$ cat config.mk
export PLATFORM = sky130hd
export DESIGN_NAME = tone_detector_flat
export DESIGN_NICKNAME = d
export VERILOG_FILES = /design/src/rtl/tone_detector_pkg.sv /design/src/rtl/tone_detector_if.sv /design/src/rtl/tone_detector_sync_edge.sv /design/src/rtl/tone_detector.sv /design/src/flat_wrapper.sv
export SDC_FILE = /design/constraint.sdc
export NUM_CORES = 1
export LEC_CHECK = 0
export CORE_ASPECT_RATIO = 1.4
export CORE_MARGIN = 5
export CORE_UTILIZATION = 60
export CTS_BUF_LIST = sky130_fd_sc_hd__clkbuf_8
export CTS_CLUSTER_DIAMETER = 60
export DETAILED_ROUTE_END_ITERATION = 16
export HOLD_SLACK_MARGIN = 0.15
export PLACE_DENSITY_LB_ADDON = 0.05
export SLEW_MARGIN = 20
export SYNTH_ARGS = -nofsm -noshare
export SYNTH_HDL_FRONTEND = slang
export SYNTH_SLANG_ARGS = --single-unit
$ cat constraint.sdc
create_clock -name clk -period 3.95 [get_ports clk]
set_input_delay 0.79 -clock clk [delete_from_list [all_inputs] [get_ports clk]]
set_output_delay 0.79 -clock clk [all_outputs]
set_load 0.005 [all_outputs]
$ cat src/rtl/tone_detector_pkg.sv
// Shared state encoding and default timing constants for the tone detector.
package tone_pkg;

  typedef enum logic [1:0] {
    IDLE    = 2'd0,
    ACQUIRE = 2'd1,
    LOCKED  = 2'd2
  } tone_state_t;

  localparam int DEF_CNT_W       = 32;
  localparam int DEF_HALF_PERIOD = 63776;
  localparam int DEF_TOL         = 1024;
  localparam int DEF_MATCH_N     = 4;
  localparam int DEF_TIMEOUT     = 255104;

endpackage

$ cat src/rtl/tone_detector_if.sv
// Signal bundle between the tone detector and its user.
// TONE_DETECTOR_IRQ_EN adds the irq / irq_ack pair.
interface tone_detector_if #(
  parameter int CNT_W = tone_pkg::DEF_CNT_W
) ();

  logic             tone_in;
  logic             tone_present;
  logic [CNT_W-1:0] half_period;
  logic             edge_stb;
  logic [3:0]       match_cnt;
`ifdef TONE_DETECTOR_IRQ_EN
  logic             irq;
  logic             irq_ack;
`endif

  // master is the detector, slave is whoever drives the tone and reads status
  modport master (
    input  tone_in,
    output tone_present,
    output half_period,
    output edge_stb,
    output match_cnt
`ifdef TONE_DETECTOR_IRQ_EN
    ,
    output irq,
    input  irq_ack
`endif
  );

  modport slave (
    output tone_in,
    input  tone_present,
    input  half_period,
    input  edge_stb,
    input  match_cnt
`ifdef TONE_DETECTOR_IRQ_EN
    ,
    input  irq,
    output irq_ack
`endif
  );

endinterface

$ cat src/rtl/tone_detector_sync_edge.sv
// Two-flop synchroniser for the asynchronous tone input plus a registered
// any-edge strobe, which rises on the third clk edge after a transition.
module tone_sync_edge (
  input  logic clk,
  input  logic reset,
  input  logic din,
  output logic edge_stb
);

  logic sync1;
  logic sync2;
  logic delayed;

  always_ff @(posedge clk or negedge reset) begin
    if (!reset) begin
      sync1    <= 1'b0;
      sync2    <= 1'b0;
      delayed  <= 1'b0;
      edge_stb <= 1'b0;
    end else begin
      sync1    <= din;
      sync2    <= sync1;
      delayed  <= sync2;
      edge_stb <= sync2 ^ delayed;
    end
  end

endmodule

$ cat src/rtl/tone_detector.sv
// Measures edge spacing of a square wave and locks when MATCH_N consecutive
// half-periods fall within TOL of HALF_PERIOD. TONE_DETECTOR_IRQ_EN adds a sticky irq.
module tone_detector
  import tone_pkg::*;
#(
  parameter int CNT_W       = DEF_CNT_W,
  parameter int HALF_PERIOD = DEF_HALF_PERIOD,
  parameter int TOL         = DEF_TOL,
  parameter int MATCH_N     = DEF_MATCH_N,
  parameter int TIMEOUT     = DEF_TIMEOUT
) (
  input  logic            clk,
  input  logic            reset,
  tone_detector_if.master bus
);

  localparam logic [CNT_W:0]   HALF_EXT    = (CNT_W+1)'(HALF_PERIOD);
  localparam logic [CNT_W:0]   TOL_EXT     = (CNT_W+1)'(TOL);
  localparam logic [CNT_W-1:0] TIMEOUT_CNT = CNT_W'(TIMEOUT);
  localparam logic [3:0]       MATCH_LIM   = 4'(MATCH_N);

  tone_state_t      state;
  logic [CNT_W-1:0] counter;
  logic [CNT_W-1:0] half_period_q;
  logic [3:0]       match_cnt_q;
  logic [3:0]       next_cnt;
  logic             tone_present_q;
  logic             edge_stb;
  logic [CNT_W:0]   measured_ext;
  logic [CNT_W:0]   deviation;
  logic             is_match;
  logic             timed_out;

  tone_sync_edge u_sync_edge (
    .clk      (clk),
    .reset    (reset),
    .din      (bus.tone_in),
    .edge_stb (edge_stb)
  );

  // Counter holds cycles since the last edge; its pre-reload value is the measurement
  always_ff @(posedge clk or negedge reset) begin
    if (!reset) begin
      counter <= '0;
    end else if (edge_stb) begin
      counter <= CNT_W'(1);
    end else if (counter != '1) begin
      counter <= counter + 1'b1;
    end
  end

  // One extra bit so the absolute deviation never wraps near the counter limits
  always_comb begin
    measured_ext = {1'b0, counter};
    if (measured_ext >= HALF_EXT) begin
      deviation = measured_ext - HALF_EXT;
    end else begin
      deviation = HALF_EXT - measured_ext;
    end
  end

  assign is_match  = (deviation <= TOL_EXT);
  assign timed_out = (counter >= TIMEOUT_CNT);
  assign next_cnt  = match_cnt_q + 4'd1;

  // An edge always takes priority over a timeout landing in the same cycle
  always_ff @(posedge clk or negedge reset) begin
    if (!reset) begin
      state          <= IDLE;
      tone_present_q <= 1'b0;
      half_period_q  <= '0;
      match_cnt_q    <= '0;
    end else if (edge_stb) begin
      case (state)
        IDLE: begin
          state <= ACQUIRE;
        end
        ACQUIRE: begin
          half_period_q <= counter;
          if (is_match) begin
            match_cnt_q <= next_cnt;
            if (next_cnt == MATCH_LIM) begin
              state          <= LOCKED;
              tone_present_q <= 1'b1;
            end
          end else begin
            match_cnt_q <= '0;
          end
        end
        LOCKED: begin
          half_period_q <= counter;
          if (!is_match) begin
            state          <= ACQUIRE;
            match_cnt_q    <= '0;
            tone_present_q <= 1'b0;
          end
        end
        default: begin
          state          <= IDLE;
          match_cnt_q    <= '0;
          tone_present_q <= 1'b0;
        end
      endcase
    end else if (state != IDLE && timed_out) begin
      state          <= IDLE;
      match_cnt_q    <= '0;
      tone_present_q <= 1'b0;
    end
  end

  assign bus.tone_present = tone_present_q;
  assign bus.half_period  = half_period_q;
  assign bus.edge_stb     = edge_stb;
  assign bus.match_cnt    = match_cnt_q;

`ifdef TONE_DETECTOR_IRQ_EN
  logic lock_evt;
  logic drop_evt;
  logic irq_q;

  // Flag the same clock edge on which tone_present is about to change
  assign lock_evt = edge_stb && (state == ACQUIRE) && is_match && (next_cnt == MATCH_LIM);
  assign drop_evt = tone_present_q && ((edge_stb && !is_match) || (!edge_stb && timed_out));

  always_ff @(posedge clk or negedge reset) begin
    if (!reset) begin
      irq_q <= 1'b0;
    end else if (lock_evt || drop_evt) begin
      irq_q <= 1'b1;
    end else if (bus.irq_ack) begin
      irq_q <= 1'b0;
    end
  end

  assign bus.irq = irq_q;
`endif

endmodule

$ cat src/flat_wrapper.sv
// flat-port wrapper written by rule: the top's interface ports become plain ports
module tone_detector_flat import tone_pkg::*;
#(
  parameter int CNT_W       = DEF_CNT_W,
  parameter int HALF_PERIOD = DEF_HALF_PERIOD,
  parameter int TOL         = DEF_TOL,
  parameter int MATCH_N     = DEF_MATCH_N,
  parameter int TIMEOUT     = DEF_TIMEOUT
)
  (clk, reset, bus_tone_in, bus_tone_present, bus_half_period, bus_edge_stb, bus_match_cnt);
  tone_detector_if #(.CNT_W(CNT_W)) bus_i ();
  input  logic clk;
  input  logic reset;
  input wire logic [$bits(bus_i.tone_in)-1:0] bus_tone_in;
  output wire logic [$bits(bus_i.tone_present)-1:0] bus_tone_present;
  output wire logic [$bits(bus_i.half_period)-1:0] bus_half_period;
  output wire logic [$bits(bus_i.edge_stb)-1:0] bus_edge_stb;
  output wire logic [$bits(bus_i.match_cnt)-1:0] bus_match_cnt;
  assign bus_i.tone_in = bus_tone_in;
  assign bus_tone_present = bus_i.tone_present;
  assign bus_half_period = bus_i.half_period;
  assign bus_edge_stb = bus_i.edge_stb;
  assign bus_match_cnt = bus_i.match_cnt;
  tone_detector #(.CNT_W(CNT_W), .HALF_PERIOD(HALF_PERIOD), .TOL(TOL), .MATCH_N(MATCH_N), .TIMEOUT(TIMEOUT)) u_core (.clk(clk), .reset(reset), .bus(bus_i));
endmodule
==> impl_metrics.ini, run 1 <==
[clock_network]
cts_made_buffers = 9
clk_path_buf_depth = 2
post_cts_resized = 0
insertion_delay_ps = 360
cts_tree = yes
htreeDepth = 3
holdBufCountCts = 0
root_buffer = clkbuf_8
cts_setup_buffers = 0
clkTransAtPathRegs_ps = 70
cts.sinks = 75

[route]
routed_via_density = 6.13
ant_nets = 0
drt-pass1-iter-count = 5
avgRoutedWirePerCell_um = 18.5
drc = 0
num_vias = 3858
drt_first_iter_violations = 242
drt_wl_total_um = 11700

[synthesis]
syn_inst = 495
ys_warn_count = 0
netlist_top_cells_area = dfrtp_1 41%, mux2_2 5.8%, nor2_1 4.2%, nand2_1 3.6%, xnor2_1 3.4%
netlist_area_um2 = 4630
ys_ff_latch = 75
async_flop_share_pct = 100
ys.flop_type = dfrtp_1
ys_types = 73
synth_top_area_share_pct = 40.6
synth.most_common_cell = dfrtp_1
ys_seq_area_share_pct = 40.6
synth.net_count = 510
syn_avg_cell_area_um2 = 9.35
yosysTopAreaCell = dfrtp_1
yosys-top-cells-count = 75 x dfrtp_1, 52 x nor2_1, 44 x nand2_1
synth-edff-count = 0

[critical_path]
cp.arrival_ps = 3740
cp_max_fo = 5
critPathKind = reg2reg
path_cells = inv_1 > ha_1 > or4b_4 > a221oi_1 > o2111ai_1 > o2111ai_1 > nand4_1 > o31a_1 > a211oi_2 > nand4_2 > o41ai_2 > a32o_1
regToRegStartpoint = u_core.counter[0]
required_ps = 4250
max_stage_delay_ps = 500
startpoint_type = flip-flop
crit_path_end_kind = flip-flop
crit_slowest_cell = or4b_4
crit_path_start = u_core.counter[0]
crit_path_frequent_cell = o2111ai_1
rr_worst_depth = 12

[global_route]
grt_max_degree = 76
grt_pass1_wl_um = 19500
grt_usage_pct = 26.0
antenna_found_initial = 0
overflow = 0
grt_pass1_vias = 3741

[power_and_ir_drop]
power.share.sequential_pct = 45.7
p_leak_nw = 2.28
p_clk_share_pct = 39.5
pwr_density_cell_nw_per_um2 = 344
ir_worst_vdd_mv = 0.352
swShare_pct = 25.5
switchingPower_mw = 0.468
pwr-share-comb_pct = 14.8
p_int_mw = 1.37

[die]
die-width_um = 84.2
rows = 38
num_io_pins = 41
dieHeight_um = 114
fp.dieArea_um2 = 9590
initial_core_util_pct = 60.5
coreArea_um2 = 7650

[finish]
fillers = 623
seq_area_um2 = 1880
antenna_cells = 0
syn2layout_area_growth_pct = 15.3
multi_input_area_um2 = 2520
drive_gt1_share_pct = 14.0
layout.nets = 540

[hold_path]
hold_start = u_core.u_sync_edge.sync1
whs_path_depth = 0
hp-class = reg2reg

[timing]
fin_tns_setup_ps = 0
finalMaxSlewViolations = 0
period_share_pct = 87.2
hold-worst-slack_ps = 377
slew-limit-headroom_pct = 37.9
min_period_ps = 3440
finClkSkew_ps = 8.23
finalSetupViolCount = 0
grt_setup_unrepaired = false
max_freq_mhz = 290
hold_violations = 0
tightest_slew_ps = 932

[placed_design]
io_buffer_count = 40
dp_hpwl_um = 8660
gp_congestion = 0.959

[job]
drv_cap = 0

[run_status]
status = finished, final reports clean
[final timing paths]
kind / slack, ps / end
setup / recovery: 510 / u_core.bus.tone_present
hold / removal: 380 / u_core.u_sync_edge.sync2
setup reg to reg: 510 / u_core.bus.tone_present
hold reg to reg: 380 / u_core.u_sync_edge.sync2
max in group asynchronous: 2780 / u_core.counter[10]
min in group asynchronous: 560 / u_core.bus.half_period[26]
[per-stage QoR]
| stage | total power [mW] | util (%) | setup slack (ps) | cells | instance area (um^2) |
|---|---|---|---|---|---|
| 2_1_floorplan | 1.02 | - | 928 | 495 | 4630 |
| 3_3_place_gp | 1.12 | 66.5 | 608 | 614 | 5090 |
| 6_report | 1.84 | 69.7 | 506 | 629 | 5340 |
| 5_1_grt | 1.93 | 69.7 | 256 | 629 | 5340 |
| 4_1_cts | 1.86 | 69.7 | 523 | 629 | 5340 |
| 3_5_place_dp | 1.13 | 66.5 | 553 | 614 | 5090 |
[cells in the final DEF (no fill, tap or decap), drive strengths merged, types with 3 or more instances in the layout]
master / count
mux2: 24
o2111ai: 7
a21oi: 18
nor2: 53
xor2: 18
buf: 16
nand2b: 5
and4: 4
clkdlybuf4s50: 39
nand4: 21
a41oi: 4
a21o: 3
a211oi: 6
and3: 3
inv: 14
xnor2: 18
nand3: 15
nor3: 15
nor4b: 6
dfrtp: 75
ha: 12
or4b: 3
clkbuf: 11
nor4: 10
and2: 3
o21ai: 28
or3: 9
nand2: 44
or2: 3
bufinv: 3
[power groups by stage]
stage	Combinational [mW]	Sequential, mW	Clock [mW]
2_1_floorplan	0.189	0.835	0
3_3_place_gp	0.270	0.852	0
3_5_place_dp	0.272	0.854	0
4_1_cts	0.273	0.839	0.742
5_1_grt	0.301	0.847	0.780
6_report	0.272	0.840	0.725
[sequential cells by signal (all words and copies together), names as in the netlist]
signal	count
u_core.u_sync_edge.sync2	1
u_core.bus.half_period	32
u_core.u_sync_edge.delayed	1
u_core.u_sync_edge.sync1	1
u_core.u_sync_edge.edge_stb	1
u_core.bus.tone_present	1
u_core.counter	32
u_core.bus.match_cnt	4
u_core.state	2
[cell type report]
class	count	share of cell area, %
Clock buffer	11	2.84
Clock inverter	4	1.83
Inverter	15	1.06
Multi-Input combinational cell	369	47.2
Sequential cell	75	35.2
Tap cell	100	2.34
Timing Repair Buffer	55	9.57
[metal layers]
metal	GRT usage (%)	share of wire [%]	vias to the layer above
met1	30.6	40	1869
met2	45.6	52	99
met5	0	0	-
met4	12.7	3.6	0
met3	4.48	3.6	31
li1	-	-	1859
[cell families (layout without fill, tap and decap cells)]
family          after synthesis  in the layout  share of synthesized area, %
simple gates                201            201                          23.2
xor+xnor                     36             36                          6.81
flops                        75             75                          40.6
compound gates               94             94                          14.9
fa+ha+maj                    12             12                          3.24
mux                          26             26                          6.27
buf+inv                      51             85                          5.03
[critical path, delay by kind of cell (launching register included)]
family	cells	cell delay (ps)
AOI/OAI and AO/OA	7	1730
and+or+nand+nor	3	820
DFF	1	430
adders and majority gates	1	240
buffers and inverters	1	140
(Power assumes the default switching activity.)
==> run 2, diff against run 1 <==
--- a/config.mk
+++ b/config.mk
@@ -7,7 +7,7 @@
 export LEC_CHECK = 0
 export CORE_ASPECT_RATIO = 1.4
 export CORE_MARGIN = 5
-export CORE_UTILIZATION = 60
+export CORE_UTILIZATION = 35
 export CTS_BUF_LIST = sky130_fd_sc_hd__clkbuf_8
 export CTS_CLUSTER_DIAMETER = 60
 export DETAILED_ROUTE_END_ITERATION = 16
==> impl_metrics.ini, run 2 (synthesis gave the netlist of run 1 again) <==
[run_status]
status = finished, final reports clean

[power_and_ir_drop]
swShare_pct = 27.3
p_clk_share_pct = 39.2
ir_worst_vdd_mv = 0.179
p_leak_nw = 2.37
pwr_density_cell_nw_per_um2 = 332
pwr-share-comb_pct = 16.0
p_int_mw = 1.34
switchingPower_mw = 0.503
power.share.sequential_pct = 44.9

[die]
num_io_pins = 41
initial_core_util_pct = 35.8
fp.dieArea_um2 = 15700
die-width_um = 107
coreArea_um2 = 12900
rows = 49
dieHeight_um = 146

[timing]
tightest_slew_ps = 869
finClkSkew_ps = 13.4
slew-limit-headroom_pct = 42.1
finalSetupViolCount = 0
period_share_pct = 90.1
grt_setup_unrepaired = false
max_freq_mhz = 281
hold_violations = 0
fin_tns_setup_ps = 0
finalMaxSlewViolations = 0
min_period_ps = 3560

[route]
met1_length_um = 5570
avgRoutedWirePerCell_um = 18.5
wl_met2_um = 7070
drt_first_iter_violations = 168
drt-pass1-iter-count = 4
num_vias = 3945
met3_length_um = 448
ant_nets = 0
maxUsedRoutingLayer = met4
routed_via_density = 5.44
drc = 0
drt_wl_total_um = 13400

[finish]
syn2layout_area_growth_pct = 20.0
fin_area_um2 = 5550
antenna_cells = 0
drive_gt1_share_pct = 16.6
layout.nets = 557
layout_commonest_cell = dfrtp_1
final_cell_mix = 75 x dfrtp_1, 52 x nor2_1, 44 x nand2_1

[clock_network]
cts.sinks = 75
holdBufCountCts = 0
cts_made_buffers = 9
root_buffer = clkbuf_8
post_cts_resized = 0
clkTransAtPathRegs_ps = 90
clk_path_buf_depth = 2
insertion_delay_ps = 360
cts_setup_buffers = 0
cts_tree = yes
htreeDepth = 3

[placed_design]
io_buffer_count = 40
dp_hpwl_um = 10000
placed_area_um2 = 5310
gp_congestion = 0.880

[critical_path]
crit_path_end_kind = flip-flop
critPathKind = reg2reg
crit_path_start = u_core.counter[0]
cp_max_fo = 9
startpoint_type = flip-flop
required_ps = 4180
regToRegStartpoint = u_core.counter[0]
cp.arrival_ps = 3790

[global_route]
grt_max_degree = 68
grt_pass1_wl_um = 22400
overflow = 0
antenna_found_initial = 0
grt_pass1_vias = 4039
grt_usage_pct = 18.0

[job]
drv_cap = 0

[hold_path]
hp-class = reg2reg
hold_start = u_core.u_sync_edge.sync1
[run 2: changes by cell type in the layout (fill, tap and decap cells not counted), sizes merged]
| cell | before | now |
|---|---|---|
| clkbuf | 11 | 9 |
| clkinv | 1 | 2 |
| inv | 14 | 15 |
| buf | 16 | 33 |
| clkinvlp | 1 | 2 |
[run 2: power by group through the flow]
stage	Sequential [mW]	Clock [mW]	Combinational (mW)
after floorplan	0.835	0	0.189
after global placement	0.842	0	0.301
after detailed placement	0.843	0	0.302
after CTS	0.828	0.756	0.303
after global routing	0.834	0.785	0.329
final	0.828	0.723	0.294
[run 2: layout make-up]
| type | count | area (um^2) |
|---|---|---|
| Timing Repair Buffer | 72 | 638 |
| Clock inverter | 7 | 118 |
| Multi-Input combinational cell | 369 | 2520 |
| Clock buffer | 9 | 124 |
| Tap cell | 178 | 223 |
| Inverter | 15 | 56.3 |
| Fill cell | 1298 | 7380 |
| Sequential cell | 75 | 1880 |
[run 2: per-stage QoR]
step	util, %	setup slack, ps	instances	total power, mW	hold WS (ps)
floorplan	-	928	495	1.02	331
global placement	41.1	540	709	1.14	333
detailed placement	41.1	428	709	1.14	346
CTS	42.9	363	725	1.89	365
global route	42.9	139	725	1.95	392
finish	42.9	392	725	1.85	360
[run 2: critical path, stage by stage (launching register included)]
cell and delay [ps]:
dfrtp_1 430, inv_1 140, ha_1 240, nor4b_4 280, a41oi_2 320, buf_4 260
a311o_1 340, a211oi_1 240, nand4_1 160, a211oi_2 350, and4_1 380, a221o_1 190
nand4_1 80
[run 2: final timing paths]
kind / cells past startpoint / slack [ps] / endpoint
setup / recovery: 12 / 390 / u_core.state[0]
setup reg to reg: 12 / 390 / u_core.state[0]
min in group asynchronous: 1 / 540 / u_core.bus.half_period[26]
hold reg to reg: 0 / 360 / u_core.u_sync_edge.sync2
max in group asynchronous: 2 / 2710 / u_core.counter[9]
hold / removal: 0 / 360 / u_core.u_sync_edge.sync2
[run 2: per-layer routing]
| metal | vias to the layer above | track usage [%] |
|---|---|---|
| li1 | 1878 | - |
| met2 | 89 | 31.3 |
| met1 | 1957 | 22.1 |
| met3 | 21 | 3.09 |
| met5 | - | 0 |
| met4 | 0 | 6.78 |
